--- src/rtl/layer_result_packer_if.sv ---
// Handshake and packed-result bus between the result sequencer, layer_result_packer and output_layer.
interface layer_result_packer_if #(
    parameter int weightNo  = 10,
    parameter int dataWidth = 16
);
    logic                              start;
    logic                              in_valid;
    logic [2*dataWidth-1:0]            in_data;
    logic                              in_ready;
    logic [weightNo*2*dataWidth-1:0]   out;
    logic                              done_out;
    logic [3:0]                        count;
    logic                              overrun;

    modport master (
        output start, in_valid, in_data,
        input  in_ready, out, done_out, count, overrun
    );

    modport slave (
        input  start, in_valid, in_data,
        output in_ready, out, done_out, count, overrun
    );
endinterface

--- src/rtl/layer_result_packer.sv ---
// Collects weightNo signed neuron results, one per handshake, into a packed score bus
// and holds it with a level done flag until the next frame begins.
module layer_result_packer #(
    parameter int weightNo  = 10,
    parameter int dataWidth = 16
) (
    input  logic                  clk,
    input  logic                  rst_n,
    layer_result_packer_if.slave  bus
);
    localparam int SW = 2 * dataWidth;
    localparam int OW = weightNo * SW;
    localparam logic [3:0] LAST_SLOT = 4'(weightNo - 1);

    typedef enum logic [1:0] {IDLE, COLLECT, DONE} state_t;

    state_t         state_q, state_d;
    logic [OW-1:0]  out_q, out_d;
    logic [3:0]     count_q, count_d;
    logic           done_q, done_d;
    logic           overrun_q, overrun_d;

    always_ff @(posedge clk or negedge rst_n) begin
        if (!rst_n) begin
            state_q   <= IDLE;
            out_q     <= '0;
            count_q   <= '0;
            done_q    <= 1'b0;
            overrun_q <= 1'b0;
        end else begin
            state_q   <= state_d;
            out_q     <= out_d;
            count_q   <= count_d;
            done_q    <= done_d;
            overrun_q <= overrun_d;
        end
    end

    // start has priority in every state and discards any result offered alongside it
    always_comb begin
        state_d   = state_q;
        out_d     = out_q;
        count_d   = count_q;
        done_d    = done_q;
        overrun_d = overrun_q;
        if (bus.start) begin
            state_d   = COLLECT;
            out_d     = '0;
            count_d   = '0;
            done_d    = 1'b0;
            overrun_d = 1'b0;
        end else begin
            case (state_q)
                COLLECT: begin
                    if (bus.in_valid) begin
                        for (int k = 0; k < weightNo; k++) begin
                            if (count_q == 4'(k)) begin
                                out_d[k*SW +: SW] = bus.in_data;
                            end
                        end
                        count_d = count_q + 4'd1;
                        if (count_q == LAST_SLOT) begin
                            state_d = DONE;
                            done_d  = 1'b1;
                        end
                    end
                end
                IDLE, DONE: begin
                    if (bus.in_valid) begin
                        overrun_d = 1'b1;
                    end
                end
                default: state_d = IDLE;
            endcase
        end
    end

    assign bus.in_ready = (state_q == COLLECT);
    assign bus.out      = out_q;
    assign bus.done_out = done_q;
    assign bus.count    = count_q;
    assign bus.overrun  = overrun_q;
endmodule

--- src/flat_wrapper.sv ---
// flat-port wrapper written by rule: the top's interface ports become plain ports
module layer_result_packer_flat 
#(
    parameter int weightNo  = 10,
    parameter int dataWidth = 16
)
  (clk, rst_n, bus_start, bus_in_valid, bus_in_data, bus_in_ready, bus_out, bus_done_out, bus_count, bus_overrun);
  layer_result_packer_if #(.weightNo(weightNo), .dataWidth(dataWidth)) bus_i ();
  input  logic clk;
  input  logic rst_n;
  input wire logic [$bits(bus_i.start)-1:0] bus_start;
  input wire logic [$bits(bus_i.in_valid)-1:0] bus_in_valid;
  input wire logic [$bits(bus_i.in_data)-1:0] bus_in_data;
  output wire logic [$bits(bus_i.in_ready)-1:0] bus_in_ready;
  output wire logic [$bits(bus_i.out)-1:0] bus_out;
  output wire logic [$bits(bus_i.done_out)-1:0] bus_done_out;
  output wire logic [$bits(bus_i.count)-1:0] bus_count;
  output wire logic [$bits(bus_i.overrun)-1:0] bus_overrun;
  assign bus_i.start = bus_start;
  assign bus_i.in_valid = bus_in_valid;
  assign bus_i.in_data = bus_in_data;
  assign bus_in_ready = bus_i.in_ready;
  assign bus_out = bus_i.out;
  assign bus_done_out = bus_i.done_out;
  assign bus_count = bus_i.count;
  assign bus_overrun = bus_i.overrun;
  layer_result_packer #(.weightNo(weightNo), .dataWidth(dataWidth)) u_core (.clk(clk), .rst_n(rst_n), .bus(bus_i));
endmodule
--- config.mk ---
export PLATFORM = sky130hd
export DESIGN_NAME = layer_result_packer_flat
export DESIGN_NICKNAME = d
export VERILOG_FILES = /design/src/rtl/layer_result_packer_if.sv /design/src/rtl/layer_result_packer.sv /design/src/flat_wrapper.sv
export SDC_FILE = /design/constraint.sdc
export NUM_CORES = 1
export LEC_CHECK = 0
export CORE_UTILIZATION = 55
export CTS_BUF_LIST = sky130_fd_sc_hd__clkbuf_2 sky130_fd_sc_hd__clkbuf_4 sky130_fd_sc_hd__clkbuf_8
export CTS_CLUSTER_DIAMETER = 40
export DETAILED_ROUTE_END_ITERATION = 6
export PLACE_DENSITY = 0.91
export SLEW_MARGIN = 0
export SYNTH_ARGS = -nofsm -noshare
export SYNTH_HDL_FRONTEND = slang
export SYNTH_SLANG_ARGS = --single-unit
--- constraint.sdc ---
create_clock -name clk -period 2.56 [get_ports clk]
set_input_delay 0.768 -clock clk [delete_from_list [all_inputs] [get_ports clk]]
set_output_delay 0.768 -clock clk [all_outputs]
set_load 0.005 [all_outputs]
==> run_summary.xml, run 1 <==
<?xml version="1.0" encoding="UTF-8"?>
<metrics>
  <group name="synth">
    <metric name="synth_cell_types" unit="">30</metric>
    <metric name="yosysSeqAreaShare" unit="%">56.9</metric>
    <metric name="synthDominantCellAreaShare" unit="%">56.9</metric>
    <metric name="synthesis.area" unit="um2">14400</metric>
    <metric name="postSynthCellCount" unit="">1155</metric>
    <metric name="ys.warnings.count" unit="">0</metric>
    <metric name="synth-edff-count" unit="">0</metric>
    <metric name="synth_top_cell_by_area" unit="">sky130_fd_sc_hd__dfrtp_1</metric>
    <metric name="netlist_top_cells_area" unit="">sky130_fd_sc_hd__dfrtp_1 57%, sky130_fd_sc_hd__mux2i_1 22%, sky130_fd_sc_hd__nand2b_1 15%</metric>
    <metric name="synth-main-ff-cell" unit="">sky130_fd_sc_hd__dfrtp_1</metric>
    <metric name="synth_area_per_cell" unit="um2">12.5</metric>
    <metric name="async_reset_ff_share" unit="%">100</metric>
    <metric name="synth_seq_cells" unit="">328</metric>
    <metric name="number_of_nets_in_the_synthesized_netlist" unit="">1195</metric>
  </group>
  <group name="route">
    <metric name="routedWlPerCell" unit="um">21.7</metric>
    <metric name="drtAntennaViolNets" unit="">0</metric>
    <metric name="via_per_inst" unit="">5.44</metric>
    <metric name="num_vias" unit="">10300</metric>
    <metric name="drt-initial-drc-count" unit="">806</metric>
    <metric name="drc_errors" unit="">0</metric>
    <metric name="detail_route.first_pass.iterations" unit="">5</metric>
    <metric name="totalWireLength" unit="um">41100</metric>
  </group>
  <group name="clock_network">
    <metric name="cts.reportedPaths.clkPinSlew" unit="ns">0.07</metric>
    <metric name="root_buffer" unit="">sky130_fd_sc_hd__clkbuf_8</metric>
    <metric name="tritoncts.num_buffers" unit="">54</metric>
    <metric name="cts-root-to-sink-buffers" unit="">3</metric>
    <metric name="clock_latency" unit="ns">0.57</metric>
    <metric name="cts_tree" unit="">built</metric>
    <metric name="cts.htree.levels" unit="">2</metric>
    <metric name="cts_sinks" unit="">328</metric>
  </group>
  <group name="cells_and_area">
    <metric name="fraction_of_layout_instances_using_a_drive_strength_above_1" unit="%">10.4</metric>
    <metric name="layout.cells.most_common" unit="">sky130_fd_sc_hd__clkdlybuf4s50_1</metric>
    <metric name="filler_cell_count" unit="">1559</metric>
    <metric name="flow.area_growth_from_synthesis" unit="%">36.9</metric>
    <metric name="most_used_cells_in_the_layout_excluding_fill_and_tap_cells" unit="">359 x sky130_fd_sc_hd__clkdlybuf4s50_1, 352 x sky130_fd_sc_hd__nand2b_1, 328 x sky130_fd_sc_hd__dfrtp_1, 321 x sky130_fd_sc_hd__mux2i_1, 74 x sky130_fd_sc_hd__clkbuf_8</metric>
    <metric name="multi_input_area" unit="um2">5740</metric>
    <metric name="finalNetCount" unit="">1557</metric>
    <metric name="regArea" unit="um2">8210</metric>
  </group>
  <group name="placed_design">
    <metric name="post-place-ws" unit="ns">-0.0399</metric>
    <metric name="dp.final_hpwl" unit="um">27400</metric>
    <metric name="gp_congestion" unit="">0.868</metric>
    <metric name="io_buffers" unit="">362</metric>
  </group>
  <group name="critical_path">
    <metric name="worst-r2r-setup-slack" unit="ns">0.70</metric>
    <metric name="arrival" unit="ns">1.69</metric>
    <metric name="rr_startpoint" unit="">u_core.bus.count[2]</metric>
    <metric name="setup.worst_path.start_class" unit="">flip-flop</metric>
    <metric name="crit_family" unit="">buffers and inverters</metric>
    <metric name="cp.required" unit="ns">1.79</metric>
    <metric name="crit_fanout" unit="">9</metric>
    <metric name="path_cells" unit="">clkdlybuf4s50_1</metric>
    <metric name="worst_path_largest_cell_delay" unit="ns">0.60</metric>
    <metric name="worstRegToRegCells" unit="">4</metric>
    <metric name="cp_slowest_cell" unit="">sky130_fd_sc_hd__clkdlybuf4s50_1</metric>
    <metric name="end_kind" unit="">primary output</metric>
    <metric name="timing.setup.critical_path_class" unit="">flip-flop to primary output</metric>
    <metric name="r2r_end" unit="">u_core.bus.out[68]</metric>
    <metric name="number_of_buffer_and_inverter_stages_on_the_critical_path" unit="">1</metric>
  </group>
  <group name="floorplan">
    <metric name="die_y" unit="um">164</metric>
    <metric name="floorplan.core_area" unit="um2">25500</metric>
    <metric name="floorplan.io_pins" unit="">363</metric>
    <metric name="dieArea" unit="um2">26900</metric>
    <metric name="floorplan.initialDensity" unit="%">56.6</metric>
    <metric name="die_w" unit="um">164</metric>
    <metric name="row_count" unit="">58</metric>
  </group>
  <group name="sta">
    <metric name="rsz0062_at_grt" unit="">false</metric>
    <metric name="fmax" unit="GHz">0.407</metric>
    <metric name="finalClockSkew" unit="ns">0.0217</metric>
    <metric name="final_count_of_pins_violating_max_slew" unit="">0</metric>
    <metric name="tightest_slew" unit="ns">0.738</metric>
    <metric name="final_min_period_over_clock_period" unit="%">95.9</metric>
    <metric name="finalHoldViolations" unit="">0</metric>
    <metric name="setup_violating_endpoint_count_in_the_final_report" unit="">0</metric>
    <metric name="max-slew-margin-rel" unit="%">50.8</metric>
    <metric name="final.setup.tns" unit="ns">0</metric>
    <metric name="postLayoutSetupSlackWorst" unit="ns">0.105</metric>
    <metric name="min_period" unit="ns">2.45</metric>
  </group>
  <group name="power">
    <metric name="static_power_due_to_leakage" unit="nW">10.2</metric>
    <metric name="power_density" unit="nW/um2">564</metric>
    <metric name="peakVddDrop" unit="uV">430</metric>
    <metric name="overall_power" unit="mW">11.1</metric>
  </group>
  <group name="worst_hold_path">
    <metric name="hold_path_class" unit="">input pin to async pin</metric>
  </group>
  <group name="grt">
    <metric name="grt_antenna_before_repair" unit="">1</metric>
    <metric name="grt_overflow" unit="">0</metric>
    <metric name="vias_in_the_first_global_route" unit="">11000</metric>
    <metric name="globalRouteTotalUtil" unit="%">31.1</metric>
    <metric name="grt_start_max_net_pins" unit="">79</metric>
    <metric name="grt_first_pass_wirelength" unit="um">63100</metric>
  </group>
  <group name="outcome">
    <metric name="outcome" unit="">finished clean</metric>
  </group>
  <group name="run">
    <metric name="max-cap-violations" unit="">0</metric>
  </group>
</metrics>
==> power by group <==
part | leakage, nW | switching [mW] | internal, mW
Clock | 0.631 | 2.10 | 2.75
Combinational | 5.01 | 0.494 | 0.449
Sequential | 4.55 | 0.0624 | 5.28
==> state kept, by name (all words and copies together), names as in the netlist <==
name	flops
u_core.bus.out	320
u_core.bus.overrun	1
u_core.bus.done_out	1
u_core.bus.count	4
u_core.state_q	2
==> cell families after synthesis <==
kind of cell	Yosys count	share of synthesized area (%)
compound gates	6	0.226
xor+xnor	2	0.121
fa+ha+maj	4	0.347
buf+inv	112	3.57
flops	328	56.9
mux	321	22.3
simple gates	382	16.6
==> through the flow <==
stage / cells / hold WS [ns] / util, % / instance area, um2
3_3_place_gp: 1790 / 0.489 / 72.9 / 18600
3_5_place_dp: 1790 / 0.493 / 72.9 / 18600
5_1_grt: 1891 / 0.103 / 77.5 / 19800
2_1_floorplan: 1155 / 0.472 / - / 14400
4_1_cts: 1890 / 0.0860 / 77.5 / 19700
6_report: 1891 / 0.0885 / 77.5 / 19800
==> synth_stat cells, drive strengths merged (2+ instances only) <==
cell / count
nand2b: 352
mux2i: 321
nand3b: 2
inv: 4
nor2: 6
nand3: 7
nand4: 2
dfrtp: 328
and2: 3
nand2: 2
clkbuf: 74
ha: 4
or3: 2
nor2b: 2
a21oi: 4
buf: 34
==> cell type report <==
type                            count  share of cell area [%]
Tap cell                          330                    2.09
Antenna cell                        1                  0.0127
Clock buffer                       86                    5.61
Sequential cell                   328                    41.6
Inverter                            4                  0.0760
Clock inverter                     13                   0.355
Timing Repair Buffer              414                    21.3
Multi-Input combinational cell    715                    29.0
==> routing by layer <==
metal	share of wire, %	global-route usage [%]
met2	49	51.6
met4	4.3	14.9
met5	0	0
met3	6.2	6.82
met1	41	38.7
==> how the worst max path moves through the flow <==
| stage | from | to | slack (ns) | cells after the start |
|---|---|---|---|---|
| global route | u_core.bus.count[3] | bus_count[3] | 0.03 | 1 |
| CTS | u_core.state_q[1] | bus_in_ready | 0.05 | 2 |
| global placement | bus_in_valid | u_core.bus.out[52] | 0.09 | 6 |
| detailed placement | bus_in_valid | u_core.bus.out[54] | -0.04 | 6 |
| floorplan | bus_in_valid | u_core.bus.out[100] | 0.54 | 6 |
| finish | u_core.bus.count[3] | bus_count[3] | 0.11 | 1 |
==> repair_timing <==
action | 4_1_cts | 5_1_grt
setup endpoints to repair | 1 | 1
resized for setup | 0 | 1
buffers inserted | 1 | 0
hold buffers | 0 | 0
No activity file was read; power rests on OpenSTA's default activity.
==> run 2, diff against run 1 <==
--- a/config.mk
+++ b/config.mk
@@ -5,7 +5,8 @@
 export SDC_FILE = /design/constraint.sdc
 export NUM_CORES = 1
 export LEC_CHECK = 0
-export CORE_UTILIZATION = 55
+export ABC_AREA = 1
+export CORE_UTILIZATION = 54
 export CTS_BUF_LIST = sky130_fd_sc_hd__clkbuf_2 sky130_fd_sc_hd__clkbuf_4 sky130_fd_sc_hd__clkbuf_8
 export CTS_CLUSTER_DIAMETER = 40
 export DETAILED_ROUTE_END_ITERATION = 6
==> run 2 against run 1 <==
Compared with the run above:
- the run now ends with design-rule violations left
- fmax increased by 0.81%
- wire length increased by 12%
- first-iteration DRC count increased by 61%
- synthesized cell count increased by 32%
- design area decreased by 5.3%
- flip-flop and latch count unchanged
- largest cell class unchanged
- largest power group unchanged
- highest routed layer unchanged
==> run_summary.xml, run 2 <==
<?xml version="1.0" encoding="UTF-8"?>
<metrics>
  <group name="clock_network">
    <metric name="root_buffer" unit="">sky130_fd_sc_hd__clkbuf_8</metric>
    <metric name="cts_sinks" unit="">328</metric>
    <metric name="cts.reportedPaths.clkPinSlew" unit="ns">0.06</metric>
    <metric name="post_cts_resized" unit="">0</metric>
    <metric name="cts_tree" unit="">built</metric>
    <metric name="postCtsSetupBuffers" unit="">0</metric>
    <metric name="tritoncts.num_buffers" unit="">52</metric>
    <metric name="cts-root-to-sink-buffers" unit="">3</metric>
    <metric name="clock_latency" unit="ns">0.57</metric>
    <metric name="number_of_hold_buffers_added_after_cts" unit="">0</metric>
    <metric name="cts.htree.levels" unit="">2</metric>
  </group>
  <group name="sta">
    <metric name="setup_violating_endpoint_count_in_the_final_report" unit="">0</metric>
    <metric name="final.setup.tns" unit="ns">0</metric>
    <metric name="min_period" unit="ns">2.43</metric>
    <metric name="fmax" unit="GHz">0.411</metric>
    <metric name="final_min_period_over_clock_period" unit="%">95.1</metric>
    <metric name="final_count_of_pins_violating_max_slew" unit="">0</metric>
    <metric name="tightest_slew" unit="ns">1.26</metric>
    <metric name="rsz0062_at_grt" unit="">false</metric>
    <metric name="finalClockSkew" unit="ns">0.0264</metric>
    <metric name="max-slew-margin-rel" unit="%">15.5</metric>
    <metric name="finalHoldViolations" unit="">0</metric>
  </group>
  <group name="outcome">
    <metric name="failed_checks" unit="">design-rule violations</metric>
    <metric name="outcome" unit="">finished, violations left</metric>
  </group>
  <group name="power">
    <metric name="peakVddDrop" unit="uV">447</metric>
    <metric name="power_density" unit="nW/um2">585</metric>
    <metric name="overall_power" unit="mW">10.9</metric>
    <metric name="static_power_due_to_leakage" unit="nW">9.82</metric>
  </group>
  <group name="cells_and_area">
    <metric name="fraction_of_layout_instances_using_a_drive_strength_above_1" unit="%">10.5</metric>
    <metric name="most_used_cells_in_the_layout_excluding_fill_and_tap_cells" unit="">716 x sky130_fd_sc_hd__nand2_1, 359 x sky130_fd_sc_hd__clkdlybuf4s50_1, 327 x sky130_fd_sc_hd__dfrtp_1, 201 x sky130_fd_sc_hd__nand3_1</metric>
    <metric name="design_area" unit="um2">18700</metric>
    <metric name="insertedDiodeCount" unit="">0</metric>
    <metric name="layout.cells.most_common" unit="">sky130_fd_sc_hd__nand2_1</metric>
    <metric name="number_of_flip_flops_under_the_largest_register_name" unit="">320</metric>
    <metric name="finalNetCount" unit="">1945</metric>
    <metric name="flow.area_growth_from_synthesis" unit="%">39.5</metric>
  </group>
  <group name="critical_path">
    <metric name="setup.worst_path.start_class" unit="">flip-flop</metric>
    <metric name="worstSetupPathDepth" unit="">1</metric>
    <metric name="worstRegToRegCells" unit="">7</metric>
    <metric name="crit_fanout" unit="">7</metric>
    <metric name="arrival" unit="ns">1.67</metric>
    <metric name="path_cells" unit="">clkdlybuf4s50_1</metric>
    <metric name="crit_family" unit="">buffers and inverters</metric>
    <metric name="cp_slowest_cell" unit="">sky130_fd_sc_hd__clkdlybuf4s50_1</metric>
    <metric name="timing.setup.critical_path_class" unit="">flip-flop to primary output</metric>
    <metric name="worst_path_largest_cell_delay" unit="ns">0.62</metric>
    <metric name="number_of_buffer_and_inverter_stages_on_the_critical_path" unit="">1</metric>
    <metric name="cp.required" unit="ns">1.79</metric>
    <metric name="end_kind" unit="">primary output</metric>
  </group>
  <group name="synth">
    <metric name="number_of_nets_in_the_synthesized_netlist" unit="">1569</metric>
    <metric name="synth-edff-count" unit="">0</metric>
    <metric name="yosysSeqAreaShare" unit="%">61.2</metric>
    <metric name="synth-main-ff-cell" unit="">sky130_fd_sc_hd__dfrtp_1</metric>
    <metric name="post-synth-top-count-cell" unit="">sky130_fd_sc_hd__nand2_1</metric>
    <metric name="synthDominantCellAreaShare" unit="%">61.2</metric>
    <metric name="async_reset_ff_share" unit="%">100</metric>
    <metric name="synth_seq_cells" unit="">328</metric>
    <metric name="postSynthCellCount" unit="">1529</metric>
    <metric name="synth_top_cell_by_area" unit="">sky130_fd_sc_hd__dfrtp_1</metric>
    <metric name="netlist_top_cells_area" unit="">sky130_fd_sc_hd__dfrtp_1 61%, sky130_fd_sc_hd__nand2_1 20%, sky130_fd_sc_hd__nand3_1 7.5%</metric>
    <metric name="synthesis.area" unit="um2">13400</metric>
    <metric name="synth_cell_types" unit="">20</metric>
    <metric name="ys.warnings.count" unit="">0</metric>
    <metric name="synth.cells.most_frequent" unit="">717 x sky130_fd_sc_hd__nand2_1, 328 x sky130_fd_sc_hd__dfrtp_1, 202 x sky130_fd_sc_hd__nand3_1</metric>
    <metric name="synth_area_per_cell" unit="um2">8.77</metric>
  </group>
  <group name="grt">
    <metric name="grt_first_pass_wirelength" unit="um">70900</metric>
    <metric name="vias_in_the_first_global_route" unit="">12700</metric>
    <metric name="globalRouteTotalUtil" unit="%">36.3</metric>
    <metric name="grt_antenna_before_repair" unit="">0</metric>
    <metric name="grt_overflow" unit="">0</metric>
    <metric name="grt_start_max_net_pins" unit="">111</metric>
  </group>
  <group name="worst_hold_path">
    <metric name="hold_path_class" unit="">input pin to async pin</metric>
  </group>
  <group name="floorplan">
    <metric name="dieArea" unit="um2">25500</metric>
    <metric name="row_count" unit="">57</metric>
    <metric name="floorplan.initialDensity" unit="%">55.1</metric>
    <metric name="die_w" unit="um">160</metric>
    <metric name="floorplan.core_area" unit="um2">24300</metric>
    <metric name="floorplan.io_pins" unit="">363</metric>
    <metric name="die_y" unit="um">160</metric>
  </group>
  <group name="route">
    <metric name="top_signal_layer_used" unit="">met4</metric>
    <metric name="drt-initial-drc-count" unit="">1298</metric>
    <metric name="drt-met1-wl" unit="um">16400</metric>
    <metric name="drc_errors" unit="">1</metric>
    <metric name="drtAntennaViolNets" unit="">0</metric>
    <metric name="via_per_inst" unit="">5.68</metric>
    <metric name="met2_wirelength" unit="um">22300</metric>
    <metric name="wl_met3" unit="um">4930</metric>
    <metric name="num_vias" unit="">12900</metric>
    <metric name="totalWireLength" unit="um">46000</metric>
    <metric name="detail_route.first_pass.iterations" unit="">7</metric>
    <metric name="routedWlPerCell" unit="um">20.3</metric>
  </group>
  <group name="placed_design">
    <metric name="gp_congestion" unit="">0.893</metric>
    <metric name="dp.final_hpwl" unit="um">31000</metric>
    <metric name="io_buffers" unit="">362</metric>
    <metric name="place_area" unit="um2">17600</metric>
  </group>
  <group name="run">
    <metric name="max-cap-violations" unit="">0</metric>
  </group>
</metrics>
run 2: per-stage QoR:
step / cells / setup slack, ns / hold WS (ns) / util, %
2_1_floorplan: 1529 / 0.886 / 0.465 / -
3_3_place_gp: 2175 / 0.116 / 0.455 / 72.4
3_5_place_dp: 2175 / 0.0202 / 0.458 / 72.4
4_1_cts: 2264 / 0.0150 / 0.203 / 76.9
5_1_grt: 2264 / 0.0644 / 0.212 / 76.9
6_report: 2264 / 0.125 / 0.168 / 76.9
run 2: cell type report:
| class | count | area (um2) |
|---|---|---|
| clock buffers | 75 | 963 |
| clock inverters | 14 | 129 |
| fillers | 1537 | 5620 |
| inverters | 52 | 201 |
| multi-input cells | 1049 | 4530 |
| flip-flops and latches | 328 | 8210 |
| well taps | 324 | 405 |
| repair buffers | 422 | 4260 |
run 2: cell families (layout without fill, tap and decap cells):
logic type      count (synthesis)  after routing  synth area share, %
simple gates                 1038           1038                 33.0
flops                         328            328                 61.2
buf+inv                       152            563                 5.14
compound gates                  6              6                0.224
fa+ha+maj                       4              4                0.373
xor+xnor                        1              1               0.0653
run 2: final timing paths:
check	slack (ns)	startpoint	to
min in group clk	0.47	u_core.bus.out[293]	u_core.bus.out[293]
max in group asynchronous	1.60	rst_n	u_core.bus.out[32]
min	0.17	rst_n	u_core.bus.out[183]
max	0.13	u_core.bus.count[3]	bus_count[3]
max reg2reg	0.50	u_core.bus.count[1]	u_core.bus.out[283]
min reg2reg	0.47	u_core.bus.out[293]	u_core.bus.out[293]
run 2: report_power, final:
group	internal, mW	total (mW)	switching, mW
combinational	0.339	0.945	0.606
clock	2.62	4.66	2.05
sequential	5.27	5.34	0.0659
run 2: routing by layer:
metal	vias up	global-route usage [%]
li1	5593	-
met1	6142	45.0
met2	934	59.2
met3	186	8.67
met4	0	18.9
met5	-	0
